===== src/rtl/rf_write_scheduler_pkg.sv =====
// ----------------------------------------------------------------------------
// rf_write_scheduler_pkg
//   Shared definitions for the register-file write scheduler:
//     state_t   - scheduler FSM encoding (INIT clear sequence, RUN arbitration)
//     rfwa_t    - write-address select codes driven to the existing RFWA mux
//     LINK_REG  - fixed link-register destination
//     REQ_*     - requester bit positions in the request/grant vectors
// ----------------------------------------------------------------------------
package rf_write_scheduler_pkg;

    typedef enum logic {
        ST_INIT = 1'b0,
        ST_RUN  = 1'b1
    } state_t;

    typedef enum logic [1:0] {
        SEL_FIELD = 2'b00,
        SEL_LINK  = 2'b01,
        SEL_ZERO  = 2'b10
    } rfwa_t;

    localparam logic [3:0] LINK_REG = 4'hD;

    localparam int REQ_ALU  = 0;
    localparam int REQ_LINK = 1;
    localparam int REQ_LOAD = 2;
    localparam int NUM_REQ  = 3;

endpackage


===== src/rtl/rf_write_scheduler_if.sv =====
// ----------------------------------------------------------------------------
// rf_write_scheduler_if
//   Bundles the three writeback handshakes and the register-file write port.
//   Modports:
//     master - requester / register-file side (drives valid + payload,
//              observes ready, the write port and init_done)
//     slave  - the scheduler itself
//   Signals:
//     alu_valid/alu_addr/alu_data/alu_ready     ALU writeback
//     link_valid/link_data/link_ready           link-register write (r13)
//     load_valid/load_addr/load_data/load_ready memory-load return
//     reg_write/reg_addr/reg_data               registered write port
//     rfwa                                      write-address select code
//     init_done                                 clear sequence complete
// ----------------------------------------------------------------------------
interface rf_write_scheduler_if #(
    parameter int DW = 16
);
    logic          alu_valid;
    logic [3:0]    alu_addr;
    logic [DW-1:0] alu_data;
    logic          alu_ready;

    logic          link_valid;
    logic [DW-1:0] link_data;
    logic          link_ready;

    logic          load_valid;
    logic [3:0]    load_addr;
    logic [DW-1:0] load_data;
    logic          load_ready;

    logic          reg_write;
    logic [3:0]    reg_addr;
    logic [DW-1:0] reg_data;
    logic [1:0]    rfwa;
    logic          init_done;

    modport master (
        output alu_valid, alu_addr, alu_data,
        output link_valid, link_data,
        output load_valid, load_addr, load_data,
        input  alu_ready, link_ready, load_ready,
        input  reg_write, reg_addr, reg_data, rfwa, init_done
    );

    modport slave (
        input  alu_valid, alu_addr, alu_data,
        input  link_valid, link_data,
        input  load_valid, load_addr, load_data,
        output alu_ready, link_ready, load_ready,
        output reg_write, reg_addr, reg_data, rfwa, init_done
    );

endinterface


===== src/rtl/rf_write_prio_arbiter.sv =====
// ----------------------------------------------------------------------------
// rf_write_prio_arbiter
//   Combinational 3-way fixed-priority grant: Load > Link > ALU.
//   alu_first promotes the ALU to top priority for the current cycle only
//   (used by the starvation guard); it has no effect if the ALU is idle.
//   Ports:
//     req       in  [NUM_REQ-1:0]  request vector, indexed by REQ_*
//     alu_first in  1              one-shot ALU priority override
//     gnt       out [NUM_REQ-1:0]  one-hot (or zero) grant vector
// ----------------------------------------------------------------------------
module rf_write_prio_arbiter
    import rf_write_scheduler_pkg::*;
(
    input  logic [NUM_REQ-1:0] req,
    input  logic               alu_first,
    output logic [NUM_REQ-1:0] gnt
);

    always_comb begin
        // NOTE: every output of an always_comb gets a default first so no
        // path through the block leaves it unassigned and infers a latch.
        gnt = '0;
        if (alu_first && req[REQ_ALU]) begin
            gnt[REQ_ALU] = 1'b1;
        end else if (req[REQ_LOAD]) begin
            gnt[REQ_LOAD] = 1'b1;
        end else if (req[REQ_LINK]) begin
            gnt[REQ_LINK] = 1'b1;
        end else if (req[REQ_ALU]) begin
            gnt[REQ_ALU] = 1'b1;
        end
    end

endmodule


===== src/rtl/rf_write_scheduler.sv =====
// ----------------------------------------------------------------------------
// rf_write_scheduler
//   Owns the single register-file write port. After reset it clears
//   r0..r(NREGS-1), one register per cycle, then arbitrates ALU, link and
//   load writebacks (Load > Link > ALU) and issues one registered write per
//   cycle, one cycle after the handshake.
//   Parameters:
//     DW           register data width
//     NREGS        registers cleared after reset (<= 16)
//     ZERO_LOCK    1: ALU/Load writes to r0 are acknowledged but dropped
//     STARVE_LIMIT denied ALU cycles before the one-shot ALU promotion
//   Ports:
//     clk    in  clock
//     reset  in  synchronous active-high reset
//     bus    slave modport of rf_write_scheduler_if (handshakes + write port)
//   Configuration:
//     RF_WRITE_SCHED_STARVE_GUARD_EN - when defined, an ALU requester denied
//     for STARVE_LIMIT consecutive RUN cycles wins the next arbitration once.
// ----------------------------------------------------------------------------
module rf_write_scheduler
    import rf_write_scheduler_pkg::*;
#(
    parameter int DW           = 16,
    parameter int NREGS        = 16,
    parameter int ZERO_LOCK    = 1,
    parameter int STARVE_LIMIT = 4
) (
    input  logic                 clk,
    input  logic                 reset,
    rf_write_scheduler_if.slave  bus
);

    // One extra count value marks the cycle after the last clear write, so
    // the FSM leaves INIT only once that write is already on the port.
    localparam int CNT_W = 5;

    state_t             state;
    state_t             state_next;
    logic [CNT_W-1:0]   init_cnt;
    logic               init_last;

    logic [NUM_REQ-1:0] req;
    logic [NUM_REQ-1:0] gnt;
    logic               alu_first;

    logic               xfer_write;
    logic [3:0]         xfer_addr;
    logic [DW-1:0]      xfer_data;
    rfwa_t              xfer_rfwa;

    assign init_last = (init_cnt == CNT_W'(NREGS));

    // Requests are only visible to the arbiter in RUN; during INIT every
    // requester simply sees ready low and keeps waiting.
    always_comb begin
        req           = '0;
        req[REQ_ALU]  = (state == ST_RUN) && bus.alu_valid;
        req[REQ_LINK] = (state == ST_RUN) && bus.link_valid;
        req[REQ_LOAD] = (state == ST_RUN) && bus.load_valid;
    end

    rf_write_prio_arbiter u_arb (
        .req       (req),
        .alu_first (alu_first),
        .gnt       (gnt)
    );

    assign bus.alu_ready  = gnt[REQ_ALU];
    assign bus.link_ready = gnt[REQ_LINK];
    assign bus.load_ready = gnt[REQ_LOAD];

`ifdef RF_WRITE_SCHED_STARVE_GUARD_EN
    localparam int SW = $clog2(STARVE_LIMIT + 1);

    logic [SW-1:0] starve_cnt;

    // Saturates at STARVE_LIMIT; the promoted grant itself clears it.
    always_ff @(posedge clk) begin
        if (reset) begin
            starve_cnt <= '0;
        end else if (state == ST_RUN) begin
            if (!bus.alu_valid || gnt[REQ_ALU]) begin
                starve_cnt <= '0;
            end else if (starve_cnt != SW'(STARVE_LIMIT)) begin
                starve_cnt <= starve_cnt + 1'b1;
            end
        end
    end

    assign alu_first = (starve_cnt == SW'(STARVE_LIMIT));
`else
    assign alu_first = 1'b0;
`endif

    // FSM state register.
    always_ff @(posedge clk) begin
        // NOTE: state elements use non-blocking assignments so every flop
        // samples pre-edge values regardless of statement order.
        if (reset) begin
            state <= ST_INIT;
        end else begin
            state <= state_next;
        end
    end

    // Next state and the selected transfer for this cycle.
    always_comb begin
        state_next = state;
        xfer_write = 1'b0;
        xfer_addr  = '0;
        xfer_data  = '0;
        xfer_rfwa  = SEL_FIELD;

        unique case (state)
            ST_INIT: begin
                if (init_last) begin
                    state_next = ST_RUN;
                end
            end
            ST_RUN: begin
                if (gnt[REQ_LOAD]) begin
                    xfer_write = 1'b1;
                    xfer_addr  = bus.load_addr;
                    xfer_data  = bus.load_data;
                end else if (gnt[REQ_LINK]) begin
                    xfer_write = 1'b1;
                    xfer_addr  = LINK_REG;
                    xfer_data  = bus.link_data;
                    xfer_rfwa  = SEL_LINK;
                end else if (gnt[REQ_ALU]) begin
                    xfer_write = 1'b1;
                    xfer_addr  = bus.alu_addr;
                    xfer_data  = bus.alu_data;
                end
            end
            default: state_next = ST_INIT;
        endcase

        // r0 is hard-wired zero: the handshake completes, the write is dropped.
        if ((ZERO_LOCK != 0) && (xfer_rfwa == SEL_FIELD) && (xfer_addr == 4'h0)) begin
            xfer_write = 1'b0;
        end
    end

    // Init counter and registered write port.
    always_ff @(posedge clk) begin
        if (reset) begin
            init_cnt      <= '0;
            bus.reg_write <= 1'b0;
            bus.reg_addr  <= '0;
            bus.reg_data  <= '0;
            bus.rfwa      <= SEL_FIELD;
            bus.init_done <= 1'b0;
        end else begin
            unique case (state)
                ST_INIT: begin
                    if (!init_last) begin
                        bus.reg_write <= 1'b1;
                        bus.reg_addr  <= init_cnt[3:0];
                        bus.reg_data  <= '0;
                        bus.rfwa      <= (init_cnt == '0) ? SEL_ZERO : SEL_FIELD;
                        init_cnt      <= init_cnt + 1'b1;
                    end else begin
                        bus.reg_write <= 1'b0;
                        bus.init_done <= 1'b1;
                    end
                end
                ST_RUN: begin
                    bus.reg_write <= xfer_write;
                    if (xfer_write) begin
                        bus.reg_addr <= xfer_addr;
                        bus.reg_data <= xfer_data;
                        bus.rfwa     <= xfer_rfwa;
                    end
                end
                default: bus.reg_write <= 1'b0;
            endcase
        end
    end

endmodule


===== src/flat_wrapper.sv =====
// flat-port wrapper written by rule: the top's interface ports become plain ports
module rf_write_scheduler_flat import rf_write_scheduler_pkg::*;
#(
    parameter int DW           = 16,
    parameter int NREGS        = 16,
    parameter int ZERO_LOCK    = 1,
    parameter int STARVE_LIMIT = 4
)
  (clk, reset, bus_alu_valid, bus_alu_addr, bus_alu_data, bus_link_valid, bus_link_data, bus_load_valid, bus_load_addr, bus_load_data, bus_alu_ready, bus_link_ready, bus_load_ready, bus_reg_write, bus_reg_addr, bus_reg_data, bus_rfwa, bus_init_done);
  rf_write_scheduler_if #(.DW(DW)) bus_i ();
  input  logic clk;
  input  logic reset;
  input wire logic [$bits(bus_i.alu_valid)-1:0] bus_alu_valid;
  input wire logic [$bits(bus_i.alu_addr)-1:0] bus_alu_addr;
  input wire logic [$bits(bus_i.alu_data)-1:0] bus_alu_data;
  input wire logic [$bits(bus_i.link_valid)-1:0] bus_link_valid;
  input wire logic [$bits(bus_i.link_data)-1:0] bus_link_data;
  input wire logic [$bits(bus_i.load_valid)-1:0] bus_load_valid;
  input wire logic [$bits(bus_i.load_addr)-1:0] bus_load_addr;
  input wire logic [$bits(bus_i.load_data)-1:0] bus_load_data;
  output wire logic [$bits(bus_i.alu_ready)-1:0] bus_alu_ready;
  output wire logic [$bits(bus_i.link_ready)-1:0] bus_link_ready;
  output wire logic [$bits(bus_i.load_ready)-1:0] bus_load_ready;
  output wire logic [$bits(bus_i.reg_write)-1:0] bus_reg_write;
  output wire logic [$bits(bus_i.reg_addr)-1:0] bus_reg_addr;
  output wire logic [$bits(bus_i.reg_data)-1:0] bus_reg_data;
  output wire logic [$bits(bus_i.rfwa)-1:0] bus_rfwa;
  output wire logic [$bits(bus_i.init_done)-1:0] bus_init_done;
  assign bus_i.alu_valid = bus_alu_valid;
  assign bus_i.alu_addr = bus_alu_addr;
  assign bus_i.alu_data = bus_alu_data;
  assign bus_i.link_valid = bus_link_valid;
  assign bus_i.link_data = bus_link_data;
  assign bus_i.load_valid = bus_load_valid;
  assign bus_i.load_addr = bus_load_addr;
  assign bus_i.load_data = bus_load_data;
  assign bus_alu_ready = bus_i.alu_ready;
  assign bus_link_ready = bus_i.link_ready;
  assign bus_load_ready = bus_i.load_ready;
  assign bus_reg_write = bus_i.reg_write;
  assign bus_reg_addr = bus_i.reg_addr;
  assign bus_reg_data = bus_i.reg_data;
  assign bus_rfwa = bus_i.rfwa;
  assign bus_init_done = bus_i.init_done;
  rf_write_scheduler #(.DW(DW), .NREGS(NREGS), .ZERO_LOCK(ZERO_LOCK), .STARVE_LIMIT(STARVE_LIMIT)) u_core (.clk(clk), .reset(reset), .bus(bus_i));
endmodule

===== config.mk =====
export PLATFORM = sky130hd
export DESIGN_NAME = rf_write_scheduler_flat
export DESIGN_NICKNAME = d
export VERILOG_FILES = /design/src/rtl/rf_write_scheduler_pkg.sv /design/src/rtl/rf_write_scheduler_if.sv /design/src/rtl/rf_write_prio_arbiter.sv /design/src/rtl/rf_write_scheduler.sv /design/src/flat_wrapper.sv
export SDC_FILE = /design/constraint.sdc
export NUM_CORES = 1
export LEC_CHECK = 0
export ABC_AREA = 0
export CORE_MARGIN = 2
export CORE_UTILIZATION = 38
export DETAILED_ROUTE_END_ITERATION = 10
export GPL_TIMING_DRIVEN = 0
export PLACE_DENSITY = 0.91
export SLEW_MARGIN = 10
export SYNTH_ARGS = -nofsm -noshare
export SYNTH_HDL_FRONTEND = slang
export SYNTH_SLANG_ARGS = --single-unit

===== constraint.sdc =====
create_clock -name clk -period 2.15 [get_ports clk]
set_input_delay 0.3225 -clock clk [delete_from_list [all_inputs] [get_ports clk]]
set_output_delay 0.3225 -clock clk [all_outputs]
set_load 0.02 [all_outputs]

==> impl_metrics.tcl <==
set metrics [dict create \
    grt_pass1_wl_um 7700 \
    cts_hold_buffers 0 \
    die_h_um 68.16 \
    switching_share_pct 23.20 \
    tightest_slew_ns 0.6827 \
    syn_area_um2 1564 \
    ys_seq_area_share_pct 38.40 \
    r2r_start "u_core.init_cnt[0]" \
    vias 1724 \
    min-delay-start "u_core.bus.reg_addr[2]" \
    yosysTopAreaCellShare_pct 38.40 \
    crit_required_ns 2.29 \
    critPathMaxFanout 10 \
    ys_warn_count 0 \
    cts_tree "built" \
    overflow 0 \
    max_cap_viol_count 0 \
    power.density_nw_per_um2 465.9 \
    core.rowCount 23 \
    grt_pass1_vias 1688 \
    htree_num_levels 2 \
    p_sw_uw 287.4 \
    slew_violations 0 \
    cts_buffers 5 \
    worst_r2r_path_depth 8 \
    final_common_cell "clkdlybuf4s50_1" \
    drc_errors 0 \
    crit_arrival_ns 2.23 \
    worstReg2RegEnd "u_core.bus.reg_data[9]" \
    root_buffer "clkbuf_8" \
    p_total_mw 1.239 \
    syn2layout_area_growth_pct 70.00 \
    diodes 0 \
    finalSetupViolCount 0 \
    power_frac_clock_pct 37.9 \
    outcome "complete, no violations" \
    gp_congestion 0.8523 \
    whs_endpoint "u_core.bus.reg_addr[2]" \
    slew_headroom_pct 54.49 \
    dr.pass1.iters 4 \
    setup_slack_ns 0.06203 \
    critPathLaunchType "input pin" \
    clkSinkCount 30 \
    ys.flop_type "dfxtp_1" \
    avgSynthCellArea_um2 9.537 \
    synth-async-reset-ratio_pct 0 \
    rrSetupSlack_ns 0.15 \
    syn-num-nets 227 \
    track_usage_pct 22.32 \
    comb_power_share_pct 15.6 \
    cts_buffer_depth 2 \
    path_class "in -> reg" \
    grt_max_degree 16 \
    start_util_pct 39.38 \
    whs_path_depth 2 \
    synth_top_area_cell "dfxtp_1" \
    worstSetupEndpointType "flop" \
    dieArea_um2 4645 \
    fp.dieW_um 68.16 \
    clock.fmax_mhz 478.9 \
    viasPerCell 5.597 \
    drtAntennaViolNets 0 \
    wl_per_cell_um 16.37 \
    fin_skew_ns 0.006531 \
    drive_above_1_share_pct 21.32 \
    p_int_uw 951.3 \
    fin_crit_ns 2.088 \
    fin_nets 320 \
    syn_inst 164 \
    leakagePower_nw 0.9806 \
    io_buffers 87 \
    pre_cts_ws_ns -0.8265 \
    coreArea_um2 3971 \
    post-dp-hpwl_um 3611 \
    period_share_pct 97.11 \
    hold_class "reg -> reg" \
    synth_seq_cells 30 \
    fill_cells 305 \
    routed_wl_um 5042 \
    setup_tns_ns 0 \
    layout_common_cells "clkdlybuf4s50_1 (81), dfxtp_1 (30), a222oi_1 (15)" \
    yosys-top-cells-area "dfxtp_1 (38%), a222oi_1 (9.6%), a211oi_2 (6.4%)" \
    drtIter0Drc 120 \
    clk_pin_slew_ns 0.06 \
    seq_power_share_pct 46.5 \
    max-vdd-ir-drop_mv 0.4036 \
    cp-startpoint "bus_alu_addr[0]" \
    io_pins 88 \
    hold_viol 0 \
    yosysUniqueCellTypes 36 \
    synth_edf_count 0 \
    grt_antenna_before_repair 0 \
    clock_latency_ns 0.28 \
]
==> synth_stat cells (2+ instances only) <==
master	n
inv_1	3
nor3_1	11
nor2b_1	4
a31oi_1	2
o21ai_2	2
o21ai_1	2
nor4bb_1	2
clkbuf_1	8
buf_2	5
nand2_1	4
nand2b_1	3
a211oi_2	8
nor3_2	8
a222oi_1	15
a21oi_1	8
a211oi_1	9
ha_1	2
xor2_1	3
and2_1	2
dfxtp_1	30
nand3_1	6
nor2_1	12
buf_6	2
==> worst max-delay path, stage by stage <==
cell,delay [ns]
clkdlybuf4s50_1,0.40
a211o_1,0.28
and3_4,0.19
or4_1,0.52
buf_6,0.17
buf_8,0.15
nor3_2,0.14
a211oi_2,0.06
==> sequential cells by signal, indices dropped and copies added, names as in the netlist <==
name                  count
u_core.bus.reg_data      16
u_core.init_cnt           5
u_core.bus.reg_addr       4
u_core.bus.rfwa           2
u_core.bus.init_done      1
u_core.bus.reg_write      1
u_core.state              1
==> worst max-delay path by stage <==
stage,endpoint
6_report,u_core.bus.reg_data[9]
5_1_grt,u_core.bus.reg_data[12]
4_1_cts,u_core.bus.reg_data[12]
3_5_place_dp,bus_link_ready
3_3_place_gp,bus_link_ready
2_1_floorplan,u_core.bus.reg_data[10]
==> metrics by stage <==
stage	cells	util, %	instance area (µm²)	hold slack (ns)
2_1_floorplan	164	-	1564	0.4936
3_3_place_gp	301	62.89	2497	0.4545
3_5_place_dp	301	62.89	2497	0.4568
4_1_cts	308	65.85	2615	0.4717
5_1_grt	308	66.95	2659	0.4969
6_report	308	66.95	2659	0.4729
==> metal layers <==
metal  GRT usage [%]  share of wire [%]  vias to the layer above
met3           7.566                9.3                        6
met4           7.000                1.3                        0
met5               0                  0                        -
met1           26.14                 38                      817
met2           38.23                 51                       79
li1                -                  -                      822
==> logic make-up after synthesis <==
kind of cell	share of synthesized area, %
simple gates	23.20
compound gates	27.92
flops	38.40
buf+inv	6.639
xor+xnor	2.240
fa+ha+maj	1.600
==> final cells by class <==
type,count,area [µm²],area share [%]
plain buffers,13,97.59,3.671
clock buffers,6,82.58,3.106
clock inverters,2,12.51,0.4706
inverters,3,15.01,0.5647
multi-input cells,115,910.9,34.26
flip-flops and latches,30,600.6,22.59
well taps,50,62.56,2.353
repair buffers,89,877.1,32.99
==> timing repair <==
action	4_1_cts	5_1_grt
setup buffers	2	0
setup endpoints to repair	15	19
resized for setup	18	14
pin swaps	1	0
==> power groups by stage <==
stage / registers [mW] / clock network (mW) / logic, mW
after floorplan: 0.594 / 0 / 0.0432
after global placement: 0.588 / 0 / 0.181
after CTS: 0.576 / 0.476 / 0.187
final: 0.576 / 0.470 / 0.193
after detailed placement: 0.588 / 0 / 0.186
after global routing: 0.577 / 0.510 / 0.209
(Power assumes the default switching activity.)
